`src/rtl/traffic_light_monitor_pkg.sv`:
```
`default_nettype none
// ============================================================================
// Module      : traffic_light_monitor_pkg
// Description : Shared phase encodings and lamp-vector helpers for the
//               traffic-light lamp monitor.
// Revision    : 1.0 - initial release
// ============================================================================
package traffic_light_monitor_pkg;

    // Phase encodings: also the values driven on o_phase.
    typedef enum logic [2:0] {
        PH_IDLE     = 3'd0,
        PH_RED      = 3'd1,
        PH_YELLOW_1 = 3'd2,
        PH_GREEN    = 3'd3,
        PH_YELLOW_2 = 3'd4
    } phase_e;

    // Lamp vectors packed as {red, yellow, green}.
    localparam logic [2:0] C_LAMP_RED    = 3'b100;
    localparam logic [2:0] C_LAMP_YELLOW = 3'b010;
    localparam logic [2:0] C_LAMP_GREEN  = 3'b001;

    function automatic logic is_one_hot(input logic [2:0] lamp);
        return (lamp == C_LAMP_RED) || (lamp == C_LAMP_YELLOW) ||
               (lamp == C_LAMP_GREEN);
    endfunction

endpackage
`default_nettype wire

```
`src/rtl/traffic_dwell_counter.sv`:
```
`default_nettype none
// ============================================================================
// Module      : traffic_dwell_counter
// Description : Saturating dwell counter for one lamp phase. Clears to 0,
//               loads 1 on phase entry, increments while the lamp holds.
//               Compares the current count to the phase target.
// Ports       : i_clk, i_rst      clock, synchronous active-high reset
//               i_clear           force count to 0 (highest priority)
//               i_load_one        force count to 1 (new phase entered)
//               i_inc             same lamp sampled again: count + 1
//               i_target          required dwell of the current phase
//               o_match           count == target
//               o_overrun         increment requested while count == target
// Revision    : 1.0 - initial release
// ============================================================================
module traffic_dwell_counter #(
    parameter int COUNT_WIDTH = 5
) (
    input  logic                   i_clk,
    input  logic                   i_rst,
    input  logic                   i_clear,
    input  logic                   i_load_one,
    input  logic                   i_inc,
    input  logic [COUNT_WIDTH-1:0] i_target,
    output logic                   o_match,
    output logic                   o_overrun
);

    logic [COUNT_WIDTH-1:0] count_q;
    logic [COUNT_WIDTH-1:0] count_d;

    always_comb begin
        count_d = count_q;
        if (i_clear) begin
            count_d = '0;
        end else if (i_load_one) begin
            count_d = COUNT_WIDTH'(1);
        end else if (i_inc && (count_q != '1)) begin
            count_d = count_q + COUNT_WIDTH'(1);
        end
    end

    always_ff @(posedge i_clk) begin
        if (i_rst) begin
            count_q <= '0;
        end else begin
            count_q <= count_d;
        end
    end

    assign o_match   = (count_q == i_target);
    // Only exactly-at-target flags an overrun, so it fires once per phase;
    // the count then moves past the target and stays there.
    assign o_overrun = i_inc && o_match;

endmodule
`default_nettype wire

```
`src/rtl/traffic_light_monitor.sv`:
```
`default_nettype none
// ============================================================================
// Module      : traffic_light_monitor
// Description : Checks sampled traffic-light lamps against the legal cycle
//               RED -> YELLOW_1 -> GREEN -> YELLOW_2 -> RED and the configured
//               dwell times. Reports pattern/sequence/timing error pulses,
//               lock status, completed-cycle and error counts.
// Ports       : i_clk, i_rst                 clock, sync active-high reset
//               i_red, i_yellow, i_green     lamp samples
//               o_phase                      tracked phase (0..4)
//               o_locked                     verified legal sequence
//               o_err_pattern/seq/timing     1-cycle error pulses
//               o_cycle_cnt                  YELLOW_2->RED count, wraps
//               o_err_cnt                    error count, saturating
// Revision    : 1.0 - initial release
// ============================================================================
module traffic_light_monitor
    import traffic_light_monitor_pkg::*;
#(
    parameter int GLOW_RED      = 10,
    parameter int GLOW_YELLOW_1 = 10,
    parameter int GLOW_GREEN    = 10,
    parameter int GLOW_YELLOW_2 = 10,
    parameter int COUNT_WIDTH   = 5,
    parameter int CNT_WIDTH     = 8
) (
    input  logic                 i_clk,
    input  logic                 i_rst,
    input  logic                 i_red,
    input  logic                 i_yellow,
    input  logic                 i_green,
    output logic [2:0]           o_phase,
    output logic                 o_locked,
    output logic                 o_err_pattern,
    output logic                 o_err_seq,
    output logic                 o_err_timing,
    output logic [CNT_WIDTH-1:0] o_cycle_cnt,
    output logic [CNT_WIDTH-1:0] o_err_cnt
);

    phase_e                 phase_q, phase_d;
    logic                   locked_q, locked_d;
    logic                   exempt_q, exempt_d;   // current phase timing-exempt
    logic                   ovr_q, ovr_d;         // overrun already reported
    logic                   err_pat_q, err_pat_d;
    logic                   err_seq_q, err_seq_d;
    logic                   err_tim_q, err_tim_d;
    logic [CNT_WIDTH-1:0]   cycle_cnt_q, cycle_cnt_d;
    logic [CNT_WIDTH-1:0]   err_cnt_q, err_cnt_d;

    logic [2:0]             w_lamp;
    logic [2:0]             w_hold_lamp;
    logic [2:0]             w_next_lamp;
    phase_e                 w_next_phase;
    logic [COUNT_WIDTH-1:0] w_target;
    logic                   w_clear, w_load_one, w_inc;
    logic                   w_match, w_overrun;
    logic                   w_dwell_ok;

    assign w_lamp = {i_red, i_yellow, i_green};

    // Per-phase lamp that keeps the phase, lamp that advances it, and target.
    always_comb begin
        w_hold_lamp  = 3'b000;
        w_next_lamp  = 3'b000;
        w_next_phase = PH_IDLE;
        w_target     = '0;
        case (phase_q)
            PH_RED: begin
                w_hold_lamp  = C_LAMP_RED;
                w_next_lamp  = C_LAMP_YELLOW;
                w_next_phase = PH_YELLOW_1;
                w_target     = COUNT_WIDTH'(GLOW_RED);
            end
            PH_YELLOW_1: begin
                w_hold_lamp  = C_LAMP_YELLOW;
                w_next_lamp  = C_LAMP_GREEN;
                w_next_phase = PH_GREEN;
                w_target     = COUNT_WIDTH'(GLOW_YELLOW_1);
            end
            PH_GREEN: begin
                w_hold_lamp  = C_LAMP_GREEN;
                w_next_lamp  = C_LAMP_YELLOW;
                w_next_phase = PH_YELLOW_2;
                w_target     = COUNT_WIDTH'(GLOW_GREEN);
            end
            PH_YELLOW_2: begin
                w_hold_lamp  = C_LAMP_YELLOW;
                w_next_lamp  = C_LAMP_RED;
                w_next_phase = PH_RED;
                w_target     = COUNT_WIDTH'(GLOW_YELLOW_2);
            end
            default: ;
        endcase
    end

    traffic_dwell_counter #(
        .COUNT_WIDTH (COUNT_WIDTH)
    ) u_dwell (
        .i_clk      (i_clk),
        .i_rst      (i_rst),
        .i_clear    (w_clear),
        .i_load_one (w_load_one),
        .i_inc      (w_inc),
        .i_target   (w_target),
        .o_match    (w_match),
        .o_overrun  (w_overrun)
    );

    // Exempt phases count as correct; an overrun phase never does.
    assign w_dwell_ok = exempt_q || (w_match && !ovr_q);

    always_comb begin
        phase_d     = phase_q;
        locked_d    = locked_q;
        exempt_d    = exempt_q;
        ovr_d       = ovr_q;
        err_pat_d   = 1'b0;
        err_seq_d   = 1'b0;
        err_tim_d   = 1'b0;
        cycle_cnt_d = cycle_cnt_q;
        w_clear     = 1'b0;
        w_load_one  = 1'b0;
        w_inc       = 1'b0;

        if (!is_one_hot(w_lamp)) begin
            err_pat_d = 1'b1;
            phase_d   = PH_IDLE;
            locked_d  = 1'b0;
            ovr_d     = 1'b0;
            w_clear   = 1'b1;
        end else if (phase_q == PH_IDLE) begin
            // Yellow/green-only samples are ignored until red shows up.
            if (w_lamp == C_LAMP_RED) begin
                phase_d    = PH_RED;
                exempt_d   = 1'b1;
                ovr_d      = 1'b0;
                w_load_one = 1'b1;
            end
        end else if (w_lamp == w_hold_lamp) begin
            w_inc = 1'b1;
            if (w_overrun && !exempt_q && !ovr_q) begin
                err_tim_d = 1'b1;
                ovr_d     = 1'b1;
                locked_d  = 1'b0;
            end
        end else if (w_lamp == w_next_lamp) begin
            phase_d    = w_next_phase;
            exempt_d   = 1'b0;
            ovr_d      = 1'b0;
            w_load_one = 1'b1;
            if (!w_dwell_ok && !ovr_q) begin
                err_tim_d = 1'b1;
                locked_d  = 1'b0;
            end else if ((phase_q == PH_RED) && w_dwell_ok) begin
                locked_d = 1'b1;
            end
            if (phase_q == PH_YELLOW_2) begin
                cycle_cnt_d = cycle_cnt_q + CNT_WIDTH'(1);
            end
        end else begin
            // Illegal transition: resync on red/green, drop to IDLE on yellow.
            err_seq_d = 1'b1;
            locked_d  = 1'b0;
            ovr_d     = 1'b0;
            exempt_d  = 1'b1;
            if (w_lamp == C_LAMP_RED) begin
                phase_d    = PH_RED;
                w_load_one = 1'b1;
            end else if (w_lamp == C_LAMP_GREEN) begin
                phase_d    = PH_GREEN;
                w_load_one = 1'b1;
            end else begin
                phase_d = PH_IDLE;
                w_clear = 1'b1;
            end
        end

        err_cnt_d = err_cnt_q;
        if ((err_pat_d || err_seq_d || err_tim_d) && (err_cnt_q != '1)) begin
            err_cnt_d = err_cnt_q + CNT_WIDTH'(1);
        end
    end

    always_ff @(posedge i_clk) begin
        if (i_rst) begin
            phase_q     <= PH_IDLE;
            locked_q    <= 1'b0;
            exempt_q    <= 1'b0;
            ovr_q       <= 1'b0;
            err_pat_q   <= 1'b0;
            err_seq_q   <= 1'b0;
            err_tim_q   <= 1'b0;
            cycle_cnt_q <= '0;
            err_cnt_q   <= '0;
        end else begin
            phase_q     <= phase_d;
            locked_q    <= locked_d;
            exempt_q    <= exempt_d;
            ovr_q       <= ovr_d;
            err_pat_q   <= err_pat_d;
            err_seq_q   <= err_seq_d;
            err_tim_q   <= err_tim_d;
            cycle_cnt_q <= cycle_cnt_d;
            err_cnt_q   <= err_cnt_d;
        end
    end

    assign o_phase       = phase_q;
    assign o_locked      = locked_q;
    assign o_err_pattern = err_pat_q;
    assign o_err_seq     = err_seq_q;
    assign o_err_timing  = err_tim_q;
    assign o_cycle_cnt   = cycle_cnt_q;
    assign o_err_cnt     = err_cnt_q;

endmodule
`default_nettype wire

```
`config.mk`:
```
export PLATFORM = sky130hd
export DESIGN_NAME = traffic_light_monitor
export DESIGN_NICKNAME = d
export VERILOG_FILES = /design/src/rtl/traffic_light_monitor_pkg.sv /design/src/rtl/traffic_dwell_counter.sv /design/src/rtl/traffic_light_monitor.sv
export SDC_FILE = /design/constraint.sdc
export NUM_CORES = 1
export LEC_CHECK = 0
export CORE_MARGIN = 4
export CORE_UTILIZATION = 36
export DETAILED_ROUTE_END_ITERATION = 10
export MAX_ROUTING_LAYER = met4
export PLACE_DENSITY = 0.62
export SLEW_MARGIN = 20
export SYNTH_ARGS = -nofsm -noshare
export SYNTH_HDL_FRONTEND = slang
export SYNTH_SLANG_ARGS = --single-unit
export TNS_END_PERCENT = 100
```
`constraint.sdc`:
```
create_clock -name i_clk -period 3.2 [get_ports i_clk]
set_input_delay 0.32 -clock i_clk [delete_from_list [all_inputs] [get_ports i_clk]]
set_output_delay 0.32 -clock i_clk [all_outputs]
set_load 0.05 [all_outputs]
```
Yosys cells after proc, flatten, opt, wreduce, memory -nomap -nowiden:

Cells that the tools add are included.

* latch bits: 0
* memory bits (writable): 0
* register bits: 30
* word-level logic and storage cells: 114
* memory bits (read-only): 0
* input bits: 5
* memories kept: 0

* multiply operators: 0
* add/sub/neg operators: 3
* order comparisons: 0
* div/mod/pow operators: 0
* bitwise gates (word level): 3
* muxes and demuxes: 51
* reductions and logical operators: 29
* shift-type cells: 0
* equality and inequality tests: 17

Operator list (number)
* 1-bit 2-to-1 mux: 41
* 3-bit one-hot mux with 3 select lines: 2
* 8-bit by 1-bit adder with 8-bit output, second input constant: 2
* 3-bit 2-to-1 mux: 4
* 3-bit one-hot mux with 4 select lines: 1
* 3-bit by 2-bit == test with 1-bit output, second input constant: 3
* 1-bit logical AND: 8
* 8-bit != test, second input constant: 1
* 2-bit OR reduction: 4
* 3-bit by 1-bit == test with 1-bit output, second input constant: 2
* 3-bit == test: 2
* 3-bit == test, second input constant: 2
* 3-bit AND reduction: 2
* 5-bit by 1-bit adder with 5-bit output, second input constant: 1
* 5-bit by 4-bit == test with 1-bit output: 1
* 1-bit logical OR: 5
* 5-bit != test, second input constant: 1
* 5-bit AND reduction: 1
* 2-bit 2-to-1 mux: 2
* 4-bit 2-to-1 mux: 1
* 2-bit by 1-bit != test with 1-bit output, second input constant: 2
* 4-bit by 2-bit != test with 1-bit output, second input constant: 1
* 2-bit AND reduction: 2
* 4-bit OR reduction: 1
* 7 further kinds: 11

Logic depth before layout (Yosys ltp):

Gate-level depths: netlist of run 1.

* depth after elaboration: 16
* depth in mapped cells: 9
* depth with buffers taken out: 7

By module:

From an unflattened synthesis of run 1, not the netlist that was laid out.

* cells, all modules: 245
* area, all modules: 1915.6 µm²

By module, submodules not included
* traffic_light_monitor: area each 1606.5 µm², cells each 208, times used 1, sequential area each 500.5 µm²
* traffic_dwell_counter: area each 309.0 µm², cells each 37, times used 1, sequential area each 100.1 µm²

Worst setup path before layout of run 1:

OpenSTA, ideal clock, no wires.

* path kind: reg2reg
* start point: reg phase_q[1] (netlist: o_phase[1])
* end point: reg err_cnt_q[0] (netlist: o_err_cnt[0])
* arrival: 2.366 ns
* library setup time: 0.123 ns
* period minus slack after synthesis: 2.490 ns
* required time: 3.077 ns
* stages on the path, launching flop included: 9
* path slack: 0.710 ns
* cells stage by stage: dfxtp_1 > buf_4 > o21a_1 > o211ai_1 > o31a_1 > o31a_1 > o21bai_4 > a21boi_2 > mux2_1

* cells in the longest elaborated chain, start to end: 16
* elaborated cells between the ends (all ways): 37

Ends and longest elaborated chain
* from (decl): line traffic_light_monitor.sv:41 `phase_e phase_q, phase_d;`
* from (signal assigned): line traffic_light_monitor.sv:197 `phase_q <= phase_d;`
* 3-bit == test / 3-bit by 2-bit == test with 1-bit output (equally long branches): line traffic_light_monitor.sv:68 `case (phase_q)`
* 2-bit OR reduction (no line)
* 3-bit one-hot mux with 3 select lines: line traffic_light_monitor.sv:68
* 3-bit == test: line traffic_light_monitor.sv:140 `end else if (w_lamp == w_hold_lamp) begin`
* 1-bit 2-to-1 mux: line traffic_light_monitor.sv:140
* 1-bit 2-to-1 mux: line traffic_light_monitor.sv:132 `end else if (phase_q == PH_IDLE) begin`
* 1-bit 2-to-1 mux: line traffic_light_monitor.sv:126 `if (!is_one_hot(w_lamp)) begin`
* 1-bit logical AND: line traffic_dwell_counter.sv:54 `assign o_overrun = i_inc && o_match;`
* 1-bit logical AND (2 in a row): line traffic_light_monitor.sv:142 `if (w_overrun && !exempt_q && !ovr_q) begin`
* 1-bit 2-to-1 mux: line traffic_light_monitor.sv:142
* 1-bit 2-to-1 mux: line traffic_light_monitor.sv:140
* 1-bit 2-to-1 mux: line traffic_light_monitor.sv:132
* 1-bit 2-to-1 mux: line traffic_light_monitor.sv:126
* 1-bit logical OR *: line traffic_light_monitor.sv:180 `if ((err_pat_d || err_seq_d || err_tim_d) && (err_cnt_q != '1)) begin`
* 1-bit logical AND *: line traffic_light_monitor.sv:180
* to (signal assigned): line traffic_light_monitor.sv:205 `err_cnt_q <= err_cnt_d;`
* to (decl): line traffic_light_monitor.sv:49 `logic [CNT_WIDTH-1:0] err_cnt_q, err_cnt_d;`

Every way passes the cells marked *; elsewhere a longest branch is shown, timed or not.
A chain may end at the register's enable or synchronous reset.

Worst setup path after layout of run 1:

Ends and elaborated chain as after synthesis.

==> results.py, run 1 <==
metrics = {
    "synthesis": {
        "yosys.area.top_type": "dfxtp_1",
        "netlist_area_um2": 1917,
        "ys_warn_count": 0,
        "synth_seq_cells": 30,
        "synth_cell_types": 55,
        "synthTopCellsByArea": "dfxtp_1, nor2_1, a21oi_1, xor2_1, mux2_1",
        "syn_nets": 238,
        "syn_area_per_cell_um2": 8.370,
        "synth_top_area_share_pct": 31.33,
        "synthFlopType": "dfxtp_1",
        "synthCells": 229,
        "synth-edff-count": 0,
        "ys_seq_area_share_pct": 31.33,
        "ys_async_sr_fraction_pct": 0,
    },
    "final_layout": {
        "diodes": 0,
        "drive_above_1_share_pct": 13.46,
        "final_nets": 269,
        "fillCellCount": 532,
        "area_delta_synth_final_pct": 25.00,
        "final_common_cell": "nor2_1",
        "final_cell_mix": "nor2_1, dfxtp_1, clkdlybuf4s50_1, a21oi_1, nand2_1",
    },
    "sta": {
        "finalHoldViolCount": 0,
        "skew_ns": 0.004325,
        "setup_viol": 0,
        "rsz0062_at_grt": "no",
        "period_share_pct": 82.36,
        "setup_ws_ns": 0.5645,
        "slew_headroom_pct": 57.96,
        "tns_ns": 0,
        "fin_crit_ns": 2.635,
        "finalMaxSlewViolations": 0,
        "tightest_slew_ns": 0.6298,
        "finalHoldWorstSlack_ns": 0.5037,
        "fmax_mhz": 379.4,
    },
    "routing": {
        "routed_via_density": 5.221,
        "routed-via-count": 1723,
        "initialDrtViolationCount": 149,
        "route.met2.wl_um": 1973,
        "wl_per_cell_um": 13.16,
        "wl_met1_um": 2172,
        "route.antenna.remaining_nets": 0,
        "routed.top_layer": "met4",
        "drc": 0,
        "drt-total-wl_um": 4344,
        "firstDrtPassIters": 4,
        "wl_met3_um": 152,
    },
    "power_and_ir_drop": {
        "power.leakage_uw": 0.0008821,
        "p_per_area_nw_per_um2": 372.4,
        "finalPower_uw": 892.3,
        "ir_drop_mv": 0.3155,
    },
    "critical_path": {
        "rrSetupSlack_ns": 0.56,
        "rr_endpoint": "o_err_cnt[0]",
        "cp_slowest_cell": "dfxtp_1",
        "r2r_start": "o_phase[1]",
        "cp.arrival_ns": 2.80,
        "crit_path_end_kind": "flip-flop",
        "required_ns": 3.37,
        "max_stage_delay_ns": 0.72,
        "crit_type": "flip-flop to flip-flop",
        "reg2reg_depth": 7,
        "cp_max_fo": 15,
        "startpoint_type": "flip-flop",
        "timing.critical_path.from": "o_phase[1]",
        "crit_path_cell_trace": "nor2_1, and3_1, nor4_1, and2_1, a21boi_4, a21boi_2, mux2_1",
    },
    "floorplanning": {
        "coreArea_um2": 5140,
        "start_util_pct": 37.29,
        "rows": 26,
        "die_w_um": 80.97,
        "die_h_um": 80.97,
        "die_area_um2": 6556,
        "num_io_pins": 28,
    },
    "min_path": {
        "min_path_cells": 2,
        "min-delay-start": "o_locked",
        "min_to": "o_locked",
        "hold_class": "flip-flop to flip-flop",
    },
    "clocking": {
        "cts-root-buf": "clkbuf_8",
        "cts_hold_buf": 0,
        "h-tree-depth": 2,
        "clk_path_buf_depth": 2,
        "cts_tree": "done",
        "cts_made_buffers": 5,
        "clock_sinks": 30,
        "post_cts.repair.setup_buffers": 0,
        "clk_pin_slew_ns": 0.06,
        "insertion_delay_ns": 0.28,
        "cts_resized": 0,
    },
    "global_routing": {
        "grt_usage_pct": 14.59,
        "grt_overflow": 0,
        "grt_pass1_wl_um": 7341,
        "grt_pass1_vias": 1586,
        "grt_max_degree": 18,
        "antenna_found_initial": 0,
    },
    "place": {
        "dp_slack_ns": 0.4148,
        "numPortBuffers": 27,
        "gp_congestion": 0.8573,
        "dp_hpwl_um": 3259,
    },
    "job": {
        "maxCapViolCount": 0,
    },
    "run_status": {
        "outcome": "complete, no violations",
    },
}
## metrics by stage
stage	cells	instance area, um^2	utilization, %
4_1_cts	330	2396	46.62
2_1_floorplan	229	1917	-
6_report	330	2396	46.62
3_3_place_gp	323	2283	44.43
3_5_place_dp	323	2283	44.43
5_1_grt	330	2396	46.62
## registers in the layout, summed over array words and instances, names as in the netlist, 3 cells and up
signal and count:
o_phase 3, u_dwell.count_q 5, o_cycle_cnt 8, o_err_cnt 8
## final cells by class
class	instances	area, um^2	area share [%]
multi-input cells	183	1242	51.85
flip-flops and latches	30	600.6	25.07
repair buffers	36	337.8	14.10
well taps	70	87.58	3.655
clock buffers	6	82.58	3.446
clock inverters	1	30.03	1.253
inverters	4	15.01	0.6266
## cells in the mapped netlist (2+ instances only)
library cell  count
buf_2             5
nor2b_1           7
a22oi_1           2
inv_1             4
nand3_1           6
mux2_2            2
nor2_1           34
a211oi_2          2
nor4_1            2
or3_1             4
buf_4             2
o21a_1            3
ha_1              4
mux2i_1           4
nand4_1           7
dfxtp_1          30
clkbuf_1          4
and2_1            2
a21oi_1          18
xor2_1            8
mux2_1            6
o31a_1            2
nand2_1          13
and3_1            6
nor3_1            7
xnor2_1           3
or2_2             3
o21ai_0           4
nand2b_1          9
## routing by layer
layer / global-route usage (%) / vias up
met5: - / -
met2: 22.33 / 32
li1: - / 886
met1: 19.20 / 801
met4: 4.054 / 0
met3: 3.437 / 4
## how the worst max path moves through the flow
stage / endpoint / slack [ns] / cells past startpoint
2_1_floorplan: o_err_cnt[0] / 0.71 / 8
6_report: o_err_cnt[0] / 0.56 / 7
5_1_grt: o_err_cnt[3] / 0.40 / 7
3_5_place_dp: o_err_cnt[4] / 0.41 / 9
4_1_cts: o_err_cnt[0] / 0.58 / 7
3_3_place_gp: o_err_cnt[5] / 0.44 / 10
## where the power goes
part | switching [uW] | leakage (uW) | internal [uW]
clock network | 135 | 0.0000573 | 249
logic | 71.4 | 0.000582 | 48.8
registers | 7.54 | 0.000242 | 380
total | 214 | 0.000882 | 678
## critical path: cells and delay by family (launching register included)
family | cells | cell delay [ns]
flops | 1 | 0.72
simple gates | 4 | 1.14
compound gates | 2 | 0.32
mux | 1 | 0.33
## kinds of logic (layout without fill, tap and decap cells)
family,Yosys count,after routing,share of synthesized area (%)
buffers and inverters,16,47,3.850
AOI/OAI and AO/OA,48,48,19.97
and+or+nand+nor,108,108,30.42
adders and majority gates,4,4,2.611
xor gates and xnor gates,11,11,5.027
DFF,30,30,31.33
muxes,12,12,6.788
Power figures use the tool's default switching activity.
==> run 2, diff against run 1 <==
--- a/config.mk
+++ b/config.mk
@@ -9,7 +9,7 @@
 export CORE_UTILIZATION = 36
 export DETAILED_ROUTE_END_ITERATION = 10
 export MAX_ROUTING_LAYER = met4
-export PLACE_DENSITY = 0.62
+export PLACE_DENSITY = 0.64
 export SLEW_MARGIN = 20
 export SYNTH_ARGS = -nofsm -noshare
 export SYNTH_HDL_FRONTEND = slang
==> constraint.sdc (replaced) <==
create_clock -name i_clk -period 2.35 [get_ports i_clk]
set_input_delay 0.235 -clock i_clk [delete_from_list [all_inputs] [get_ports i_clk]]
set_output_delay 0.235 -clock i_clk [all_outputs]
set_load 0.05 [all_outputs]
==> run 2 against run 1 <==
Compared with the run above:
- wire length rose by 6.7%
- flip-flop and latch count did not move
- power rose by 28%
- die area did not move
- maximum frequency rose by 19%
- cell count rose by 8.2%
- setup slack got worse by 0.43 ns
- combinational power rose by 57%
- utilization rose by 4.5 points
- first-iteration DRC count fell by 42%
- non-clock buffer count rose by 26
- clock-buffer cell count did not move
- critical path type unchanged
==> results.py, run 2 (synthesized netlist as in run 1, its figures left out) <==
metrics = {
    "routing": {
        "wl_per_cell_um": 12.98,
        "initialDrtViolationCount": 86,
        "routed-via-count": 1841,
        "firstDrtPassIters": 4,
        "routed_via_density": 5.157,
        "drc": 0,
        "route.antenna.remaining_nets": 0,
        "drt-total-wl_um": 4634,
    },
    "critical_path": {
        "crit_top_cell": "o31a_1",
        "max_stage_delay_ns": 0.34,
        "required_ns": 2.52,
        "r2r_start": "u_dwell.count_q[4]",
        "crit_type": "flip-flop to flip-flop",
        "cp_slowest_cell": "dfxtp_1",
        "crit_buf_inv": 1,
        "crit_path_end_kind": "flip-flop",
        "startpoint_type": "flip-flop",
        "cp.arrival_ns": 2.38,
        "cp_max_fo": 7,
        "crit_path_cell_trace": "nor4_4, nand3_1, o31a_1, o31a_1, o21bai_4, buf_4, a2111oi_2, o32ai_1",
        "timing.critical_path.from": "u_dwell.count_q[4]",
        "cp_top_family": "compound AO/OA/AOI/OAI gates",
    },
    "place": {
        "numPortBuffers": 27,
        "dpl.cell_count": 349,
        "gp_congestion": 0.9650,
        "dp_hpwl_um": 3479,
    },
    "global_routing": {
        "grt_max_degree": 22,
        "grt_pass1_wl_um": 7976,
        "grt_overflow": 0,
        "grt_usage_pct": 15.79,
        "grt_pass1_vias": 1769,
        "antenna_found_initial": 0,
    },
    "sta": {
        "tns_ns": 0,
        "fin_crit_ns": 2.219,
        "skew_ns": 0.008305,
        "tightest_slew_ns": 0.5105,
        "finalMaxSlewViolations": 0,
        "slew_headroom_pct": 65.86,
        "finalHoldViolCount": 0,
        "setup_viol": 0,
        "rsz0062_at_grt": "yes",
        "fmax_mhz": 450.7,
        "period_share_pct": 94.41,
    },
    "floorplanning": {
        "die_area_um2": 6556,
        "die_h_um": 80.97,
        "coreArea_um2": 5140,
        "die_w_um": 80.97,
        "start_util_pct": 37.29,
        "num_io_pins": 28,
        "rows": 26,
    },
    "power_and_ir_drop": {
        "p_sw_uw": 310.5,
        "ir_drop_mv": 0.2503,
        "finalPower_uw": 1146,
        "p_int_uw": 835.7,
        "p_clk_share_pct": 37.7,
        "p_sw_share_pct": 27.09,
        "p_per_area_nw_per_um2": 436.5,
        "power.leakage_uw": 0.001036,
        "seq_power_share_pct": 45.9,
        "p_comb_share_pct": 16.4,
    },
    "final_layout": {
        "final_cell_mix": "nor2_1, buf_4, dfxtp_1, clkdlybuf4s50_1, a21oi_1",
        "final_nets": 295,
        "layout.cells.non_filler": 357,
        "diodes": 0,
        "drive_above_1_share_pct": 23.69,
        "area_delta_synth_final_pct": 37.01,
    },
    "clocking": {
        "clock_sinks": 30,
        "clk_pin_slew_ns": 0.07,
        "clk_path_buf_depth": 2,
        "insertion_delay_ns": 0.28,
        "h-tree-depth": 2,
        "cts_tree": "done",
        "cts_made_buffers": 5,
        "cts-root-buf": "clkbuf_8",
    },
    "run_status": {
        "outcome": "complete, no violations",
    },
    "job": {
        "maxCapViolCount": 0,
    },
    "min_path": {
        "hold_class": "flip-flop to flip-flop",
        "min-delay-start": "o_locked",
    },
}
-- run 2: changes by cell type in the layout (fill, tap and decap cells not counted), sizes merged --
cell,previous run,this run
clkdlybuf4s50,27,24
clkinv,0,1
clkinvlp,0,1
buf,9,35
bufinv,1,0
dlymetal6s2s,0,3
-- run 2: worst register-to-register path, cell delays in order (launching register included) --
cell	delay, ns
dfxtp_1	0.34
nor4_4	0.30
nand3_1	0.14
o31a_1	0.26
o31a_1	0.30
o21bai_4	0.22
buf_4	0.16
a2111oi_2	0.29
o32ai_1	0.12
-- run 2: through the flow --
stage	worst slack, ns	instance area (um^2)	hold slack, ns	utilization [%]
after CTS	0.01686	2590	0.5155	50.39
final	0.1314	2626	0.5064	51.10
after detailed placement	-0.2746	2495	0.4858	48.54
after global placement	-0.1937	2495	0.4926	48.54
after global routing	-0.007145	2626	0.5409	51.10
after floorplan	0.06328	1921	0.4066	-
-- run 2: cell type report --
cell class | count | area [um^2]
Multi-Input combinational cell | 183 | 1266
Tap cell | 70 | 87.58
Fill cell | 509 | 2514
Timing Repair Buffer | 62 | 553.0
Sequential cell | 30 | 609.3
Inverter | 4 | 15.01
Clock inverter | 2 | 12.51
Clock buffer | 6 | 82.58
-- run 2: worst paths after layout --
kind             endpoint  slack [ns]  depth (start not counted)
min              o_locked        0.51                          2
max          o_err_cnt[6]        0.13                          8
max reg2reg  o_err_cnt[6]        0.13                          8
min reg2reg      o_locked        0.51                          2
-- run 2: what timing repair did --
item	CTS	global route
gates resized for setup	0	9
hold buffers	0	0
buffers inserted	0	0
endpoints found under the setup margin	0	8
-- run 2: metal layers --
metal	GRT usage (%)	part of all wire, %	vias to the layer above
met4	4.561	1.1	0
met3	3.437	4.2	6
met5	-	0	-
met2	23.81	44	40
met1	21.20	51	854
li1	-	-	941
-- run 2: power groups by stage --
stage | Combinational [uW] | Clock, uW | Sequential, uW
final | 188 | 432 | 527
after detailed placement | 187 | 0 | 539
after global routing | 204 | 471 | 528
after global placement | 186 | 0 | 539
after floorplan | 88.0 | 0 | 565
after CTS | 188 | 450 | 528
==> run 3, diff against run 2 <==
--- a/config.mk
+++ b/config.mk
@@ -9,7 +9,7 @@
 export CORE_UTILIZATION = 36
 export DETAILED_ROUTE_END_ITERATION = 10
 export MAX_ROUTING_LAYER = met4
-export PLACE_DENSITY = 0.64
+export PLACE_DENSITY = 0.62
 export SLEW_MARGIN = 20
 export SYNTH_ARGS = -nofsm -noshare
 export SYNTH_HDL_FRONTEND = slang
==> constraint.sdc (replaced) <==
create_clock -name i_clk -period 2.2 [get_ports i_clk]
set_input_delay 0.22 -clock i_clk [delete_from_list [all_inputs] [get_ports i_clk]]
set_output_delay 0.22 -clock i_clk [all_outputs]
set_load 0.05 [all_outputs]
==> run 3 against run 2 <==
Compared with the run above:
- flip-flop and latch count is the same
- combinational power grew 11%
- setup slack lost 0.029 ns
- sequential power grew 6.6%
- sequential share of layout area shrank 0.20 points
- power grew 7.7%
- clock skew grew 0.0012 ns
- critical path depth shrank 1
- utilization grew 0.88 points
- highest routed layer unchanged
==> results.py, run 3 (synthesized netlist as in run 1, its figures left out) <==
metrics = {
    "run_status": {
        "outcome": "complete, no violations",
    },
    "final_layout": {
        "diodes": 0,
        "area_delta_synth_final_pct": 39.36,
        "final_nets": 298,
        "fillCellCount": 514,
        "drive_above_1_share_pct": 26.21,
        "final_cell_area_um2": 2671,
        "final_cell_mix": "buf_4, nor2_1, dfxtp_1, clkdlybuf4s50_1, a21oi_1",
        "final_common_cell": "buf_4",
    },
    "floorplanning": {
        "num_io_pins": 28,
        "start_util_pct": 37.29,
        "coreArea_um2": 5140,
        "rows": 26,
        "die_area_um2": 6556,
        "die_w_um": 80.97,
        "die_h_um": 80.97,
    },
    "sta": {
        "finalHoldWorstSlack_ns": 0.5158,
        "fmax_mhz": 476.7,
        "fin_crit_ns": 2.098,
        "tightest_slew_ns": 0.5011,
        "slew_headroom_pct": 66.49,
        "setup_ws_ns": 0.1022,
        "period_share_pct": 95.36,
        "setup_viol": 0,
        "tns_ns": 0,
        "skew_ns": 0.009555,
        "rsz0062_at_grt": "yes",
        "finalHoldViolCount": 0,
        "finalMaxSlewViolations": 0,
    },
    "clocking": {
        "cts_made_buffers": 5,
        "clock_sinks": 30,
        "insertion_delay_ns": 0.28,
        "cts-root-buf": "clkbuf_8",
        "cts_tree": "done",
        "clk_pin_slew_ns": 0.07,
        "post_cts.repair.setup_buffers": 0,
        "h-tree-depth": 2,
        "clk_path_buf_depth": 2,
    },
    "power_and_ir_drop": {
        "power.leakage_uw": 0.001037,
        "p_int_uw": 896.4,
        "p_sw_uw": 337.8,
        "ir_drop_mv": 0.4070,
        "p_clk_share_pct": 37.6,
        "p_per_area_nw_per_um2": 462.0,
        "seq_power_share_pct": 45.5,
        "p_comb_share_pct": 16.9,
        "p_sw_share_pct": 27.37,
    },
    "global_routing": {
        "grt_usage_pct": 16.21,
        "grt_pass1_vias": 1783,
        "grt_overflow": 0,
        "grt_pass1_wl_um": 8238,
        "grt_max_degree": 19,
        "antenna_found_initial": 0,
    },
    "critical_path": {
        "crit_buf_inv": 0,
        "cp_top_family": "compound AO/OA/AOI/OAI gates",
        "crit_path_cell_trace": "nor4_4, nand3_1, o31a_1, o31a_1, o21bai_2, a21oi_1, mux2_1",
        "crit_top_cell": "o31a_1",
        "cp_slowest_cell": "dfxtp_2",
        "cp_max_fo": 4,
        "cp.arrival_ns": 2.27,
        "required_ns": 2.37,
        "max_stage_delay_ns": 0.33,
        "crit_path_end_kind": "flip-flop",
        "startpoint_type": "flip-flop",
        "crit_type": "flip-flop to flip-flop",
    },
    "routing": {
        "routed_via_density": 5.286,
        "initialDrtViolationCount": 131,
        "firstDrtPassIters": 4,
        "route.antenna.remaining_nets": 0,
        "routed-via-count": 1903,
        "drt-total-wl_um": 4947,
        "drc": 0,
        "wl_per_cell_um": 13.74,
    },
    "place": {
        "dp_hpwl_um": 3556,
        "dpl_cell_area_um2": 2510,
        "gp_congestion": 0.9058,
        "dp_slack_ns": -0.3470,
        "numPortBuffers": 27,
    },
    "job": {
        "maxCapViolCount": 0,
    },
    "min_path": {
        "hold_class": "flip-flop to flip-flop",
    },
}
run 3: changes by cell type in the layout (fill, tap and decap cells not counted), moves of 2 or more:
cell | before | now
dfxtp_1 | 27 | 25
dlygate4sd2_1 | 0 | 3
buf_4 | 34 | 37
dlymetal6s2s_1 | 3 | 0
nor4_4 | 2 | 4
run 3: per-stage QoR:
stage | instances | total power (uW) | util [%]
floorplan | 229 | 693.8 | -
global placement | 351 | 771.7 | 48.83
detailed placement | 351 | 771.8 | 48.83
CTS | 359 | 1235 | 50.54
global route | 360 | 1290 | 51.97
finish | 360 | 1234 | 51.97
run 3: worst min-delay path, stage by stage, from the launching register on:
cell     delay, ns
dfxtp_1       0.32
nor2_1        0.10
nor3_1        0.05
run 3: path summary, 6_finish.rpt:
path                            from           end  slack, ns  depth (start not counted)
setup / recovery  u_dwell.count_q[2]  o_err_cnt[4]       0.10                          7
hold / removal              o_locked      o_locked       0.52                          2
setup reg to reg  u_dwell.count_q[2]  o_err_cnt[4]       0.10                          7
hold reg to reg             o_locked      o_locked       0.52                          2
run 3: cell type report:
type                    count  area [um^2]  share of cell area (%)
flip-flops and latches     30        614.3                   23.00
clock buffers               7        86.33                   3.232
repair buffers             64        544.3                   20.37
multi-input cells         184         1319                   49.37
inverters                   4        15.01                  0.5621
well taps                  70        87.58                   3.279
clock inverters             1        5.005                  0.1874
run 3: what timing repair did:
action / in CTS / in global routing
hold buffers: 0 / 0
pin swaps: 0 / 4
gates resized for setup: 3 / 12
cloned: 0 / 1
setup endpoints to repair: 6 / 8
run 3: per-layer routing:
| metal | wire (um) | vias up | track usage [%] |
|---|---|---|---|
| li1 | - | 948 | - |
| met1 | 2344 | 881 | 21.39 |
| met2 | 2266 | 59 | 24.22 |
| met3 | 211 | 15 | 2.993 |
| met4 | 124 | 0 | 6.926 |
| met5 | 0 | - | - |
run 3: power by group through the flow:
stage                     sequential [uW]  combinational, uW  clock, uW
final                                 562                208        464
after global routing                  563                225        501
after CTS                             561                198        476
after detailed placement              573                199          0
after global placement                573                199          0
after floorplan                       600               93.9          0
